<file path="config.mk">
export PLATFORM = sky130hd
export DESIGN_NAME = reg_file_mp
export DESIGN_NICKNAME = d
export VERILOG_FILES = /design/src/rtl/reg_file_mp.sv
export SDC_FILE = /design/constraint.sdc
export NUM_CORES = 2
export LEC_CHECK = 0
export BUFFER_PORTS_ARGS = -buffer_cell sky130_fd_sc_hd__buf_4
export CORE_MARGIN = 4
export CORE_UTILIZATION = 57
export CTS_BUF_LIST = sky130_fd_sc_hd__clkbuf_8
export CTS_CLUSTER_DIAMETER = 80
export DETAILED_ROUTE_END_ITERATION = 8
export GPL_TIMING_DRIVEN = 0
export PLACE_DENSITY_LB_ADDON = 0.25
export SYNTH_ARGS = -nofsm -noshare
export SYNTH_HDL_FRONTEND = slang
export SYNTH_SLANG_ARGS = --single-unit
</file>
<file path="constraint.sdc">
create_clock -name clk -period 2.2 [get_ports clk]
set_input_delay 0.22 -clock clk [delete_from_list [all_inputs] [get_ports clk]]
set_output_delay 0.22 -clock clk [all_outputs]
set_load 0.01 [all_outputs]
</file>
<file path="src/rtl/reg_file_mp.sv">
// Multi-ported register file: two combinational read ports, two write ports
// (port B has priority) and a pending-producer scoreboard with optional forwarding.
module reg_file_mp #(
    parameter int XLEN   = 32,
    parameter int DEPTH  = 32,
    parameter int AW     = $clog2(DEPTH),
    parameter int BYPASS = 1
) (
    input  logic            clk,
    input  logic            rst_n,
    input  logic [AW-1:0]   ra1,
    input  logic [AW-1:0]   ra2,
    output logic [XLEN-1:0] rd1,
    output logic [XLEN-1:0] rd2,
    input  logic            we_a,
    input  logic [AW-1:0]   wa_a,
    input  logic [XLEN-1:0] wd_a,
    input  logic            we_b,
    input  logic [AW-1:0]   wa_b,
    input  logic [XLEN-1:0] wd_b,
    input  logic            sb_set,
    input  logic [AW-1:0]   sb_addr,
    output logic            busy1,
    output logic            busy2
);

    localparam int IW = (DEPTH > 1) ? $clog2(DEPTH) : 1;

    logic [XLEN-1:0] mem [DEPTH];
    logic [DEPTH-1:0] sb;
    logic             armed;
    logic             wen_a;
    logic             wen_b;
    logic             set_en;

    // Address 0 and anything beyond DEPTH never hold state.
    function automatic logic valid_addr(input logic [AW-1:0] a);
        return (a != '0) && (int'(a) < DEPTH);
    endfunction

    function automatic logic [IW-1:0] idx(input logic [AW-1:0] a);
        return a[IW-1:0];
    endfunction

    // armed stays low through the first edge after reset release, so a write
    // presented on that edge is dropped rather than racing the deassertion.
    assign wen_a  = armed & we_a   & valid_addr(wa_a);
    assign wen_b  = armed & we_b   & valid_addr(wa_b);
    assign set_en = armed & sb_set & valid_addr(sb_addr);

    always_ff @(posedge clk or negedge rst_n) begin
        if (!rst_n) begin
            armed <= 1'b0;
            sb    <= '0;
            for (int i = 0; i < DEPTH; i++) begin
                mem[i] <= '0;
            end
        end else begin
            armed <= 1'b1;
            // Later non-blocking assignments win: port B over port A, and a
            // new producer's set over a completing write's clear.
            if (wen_a) begin
                mem[idx(wa_a)] <= wd_a;
                sb[idx(wa_a)]  <= 1'b0;
            end
            if (wen_b) begin
                mem[idx(wa_b)] <= wd_b;
                sb[idx(wa_b)]  <= 1'b0;
            end
            if (set_en) begin
                sb[idx(sb_addr)] <= 1'b1;
            end
        end
    end

    function automatic logic [XLEN-1:0] read_data(input logic [AW-1:0] ra);
        if (!valid_addr(ra)) return '0;
        if (BYPASS != 0 && wen_b && wa_b == ra) return wd_b;
        if (BYPASS != 0 && wen_a && wa_a == ra) return wd_a;
        return mem[idx(ra)];
    endfunction

    function automatic logic read_busy(input logic [AW-1:0] ra);
        if (!valid_addr(ra)) return 1'b0;
        if (BYPASS != 0 && ((wen_a && wa_a == ra) || (wen_b && wa_b == ra))) return 1'b0;
        return sb[idx(ra)];
    endfunction

    always_comb begin
        rd1   = read_data(ra1);
        rd2   = read_data(ra2);
        busy1 = read_busy(ra1);
        busy2 = read_busy(ra2);
    end

endmodule
</file>
==> results.json <==
{
  "dp_slack_ns": -2.16,
  "synthDistinctLibCells": 50,
  "crit_path_end_kind": "primary output",
  "synthArstFlopShare_pct": 100,
  "dr.pass1.iters": 7,
  "period_needed_ns": 3.50,
  "hold_viol": 282,
  "grt_pass1_wl_um": 411000,
  "r2r-start": "armed$_DFF_PN0_",
  "first_iter_violations": 8465,
  "placed_area_um2": 69800,
  "groute.usage.overall_pct": 47.4,
  "critPathKind": "flip-flop to primary output",
  "max_slew_margin_pct": 15.2,
  "setup.worst_path.start_class": "flip-flop",
  "drc": 0,
  "cp.arrival_ns": 3.28,
  "hold_slack_ns": -0.873,
  "die_area_um2": 123000,
  "postRouteAntennaNets": 0,
  "core_um2": 116000,
  "rows": 125,
  "synth-edff-count": 0,
  "fin_cells": 8517,
  "violations": "negative hold slack, negative setup slack",
  "status": "finished, violations left",
  "setup_viol": 69,
  "syn-cell-area_um2": 66900,
  "avgRoutedWirePerCell_um": 34.6,
  "final_util_pct": 66.8,
  "setup_slack_ns": -1.30,
  "cts_buffer_depth": 3,
  "cts_made_buffers": 184,
  "cts_tree": "yes",
  "fmaxAchievable_mhz": 286,
  "maxCapViolCount": 0,
  "tightest_slew_ns": 1.26,
  "initial_utilization_pct": 57.5,
  "grt_overflow": 0,
  "required_ns": 1.98,
  "insertion_delay_ns": 1.00,
  "fin_nets": 6926,
  "dp_cells": 8042,
  "io_pins": 160,
  "root_buffer": "clkbuf_8",
  "grt_max_degree": 167,
  "synthCells": 6398,
  "hold_path.class": "input pin to asynchronous set/reset pin",
  "fp.dieH_um": 350,
  "finalSetupTns_ns": -76.35,
  "ir_drop_mv": 0.696,
  "port_buffers": 114,
  "avgSynthCellArea_um2": 10.5,
  "postLayoutCellArea_um2": 77700,
  "fp.dieW_um": 350,
  "fin_worst_skew_ns": 0.0317,
  "clk_pin_slew_ns": 0.06,
  "cts_sinks": 1057,
  "via_per_inst": 6.93,
  "drive_above_1_share_pct": 23.4,
  "dp_hpwl_um": 231000,
  "synthesis.nets": 6492,
  "synth-main-ff-cell": "dfrtp_1",
  "ys_warn_count": 0,
  "pwr_density_cell_nw_per_um2": 833,
  "antenna_found_initial": 14,
  "yosysSeqAreaShare_pct": 39.6,
  "period_share_pct": 159,
  "area_growth_pct": 16.2,
  "rsz0062_at_grt": "yes",
  "yosys_register_bits": 1057,
  "crit_start": "mem[230]$_DFF_PN0_",
  "grt_pass1_vias": 57467,
  "h-tree-depth": 4,
  "drv_slew": 0,
  "cp_max_fo": 3,
  "p_leak_nw": 31.5,
  "gp_congestion": 1.03,
  "routed_wl_um": 294000,
  "total_power_mw": 64.7,
  "dr_total_vias": 58981
}
-- synthesized netlist by cell type, types with 2 or more instances --
cell type	number	area share, %
a211oi_1	183	2.1
a21oi_1	481	3.6
a22o_1	77	1.0
a32o_1	10	0.15
and2_1	3	0.028
and3_1	5	0.047
buf_1	26	0.15
buf_2	120	0.90
buf_4	57	0.64
buf_6	31	0.52
buf_8	3	0.067
clkbuf_1	581	3.3
dfrtp_1	1057	40
inv_1	2	0.011
mux2_2	4	0.067
mux2i_1	1124	17
mux4_2	473	16
nand2_1	683	3.8
nand2b_1	7	0.065
nand3_1	12	0.090
nand3b_1	3	0.034
nand4_1	3	0.028
nor2_1	410	2.3
nor2_2	17	0.16
nor2b_1	136	1.3
nor3_1	11	0.082
nor3b_1	2	0.022
nor4_1	63	0.59
nor4_4	2	0.064
o211ai_1	3	0.034
o21ai_0	710	5.3
o221ai_1	61	0.80
or2_2	2	0.019
or4_1	2	0.022
xnor2_1	13	0.17
xor2_1	7	0.092
-- critical path, cell delays in order, from the launching register on --
cell and delay [ns]:
dfrtp_1 0.43, mux4_2 0.51, a22o_4 0.29, a211oi_4 0.49
nor4_1 0.09, a21oi_1 0.18, a21oi_2 0.12, buf_4 0.18
-- sequential cells by signal (all words and copies together), names as in the netlist --
signal,flops
mem,1024
sb,32
armed,1
-- power by group --
part	leakage, nW	switching, mW	internal [mW]
Combinational	15.8	9.27	8.29
Sequential	13.5	3.93	23.8
Clock	2.20	9.21	10.2
-- placed cells by master, fill, tap and decap left out, types with 10 or more instances in the layout --
cell type	n
buf_4	253
a22o_1	44
nor4_1	30
a21oi_1	428
a211oi_2	19
inv_1	59
nor4_2	30
mux4_2	473
a211oi_1	103
a21oi_2	43
nor2b_1	135
clkbuf_2	128
nand2_2	11
nand2_1	670
clkbuf_4	58
clkinv_2	18
dfrtp_1	1049
a22o_4	33
clkbuf_8	244
nor2_4	25
dlygate4sd3_1	73
a21oi_4	10
buf_1	14
diode_2	16
a32o_1	10
o21ai_0	696
nor2_1	398
o221ai_1	60
a211oi_4	61
o21ai_1	13
buf_6	56
clkbuf_1	377
buf_2	88
mux2i_1	1122
xnor2_1	13
-- kinds of logic (layout without fill, tap and decap cells) --
| logic type | count (synthesis) | count (layout) | share of synthesized area (%) |
|---|---|---|---|
| DFF | 1057 | 1057 | 39.6 |
| buffers and inverters | 821 | 1400 | 5.56 |
| and+or+nand+nor | 1369 | 1369 | 8.77 |
| other | 1 | 17 | 0.00561 |
| muxes | 1601 | 1601 | 32.8 |
| xor gates and xnor gates | 20 | 20 | 0.262 |
| AOI/OAI and AO/OA | 1529 | 1529 | 13.0 |
-- path summary, 6_finish.rpt --
| kind | endpoint | slack [ns] | depth (start not counted) |
|---|---|---|---|
| max | rd1[6] | -1.30 | 7 |
| min | mem[922]$_DFF_PN0_ | -0.87 | 1 |
| max reg2reg | sb[19]$_DFF_PN0_ | -0.14 | 5 |
| min reg2reg | mem[1008]$_DFF_PN0_ | 0.48 | 1 |
| max in group asynchronous | mem[17]$_DFF_PN0_ | 0.68 | 4 |
| min in group clk | mem[928]$_DFF_PN0_ | 0.04 | 5 |
-- layout make-up --
cell class	count	area, µm²
Sequential cell	1057	26500
Multi-Input combinational cell	4520	38700
Buffer	814	4310
Clock buffer	243	3340
Antenna cell	16	40.0
Tap cell	1524	1910
Clock inverter	88	509
Fill cell	9165	38700
Inverter	2	7.51
Timing Repair Buffer	253	2360
-- metal layers --
layer	track usage [%]	share of wire, %	vias to the layer above
met1	63.0	38	29875
met3	22.2	16	693
met5	0	0.044	-
met2	65.6	41	4120
li1	-	-	24281
met4	22.6	5.6	12
-- timing repair --
item                                    CTS  global route
hold buffers                             73             1
endpoints found under the hold margin  1283           156
cloned                                    0             2
setup buffers                            30            28
setup endpoints to repair              1087          1117
gates resized for setup                 556           294
pin swaps                               187            77
No activity file was read; power rests on OpenSTA's default activity.
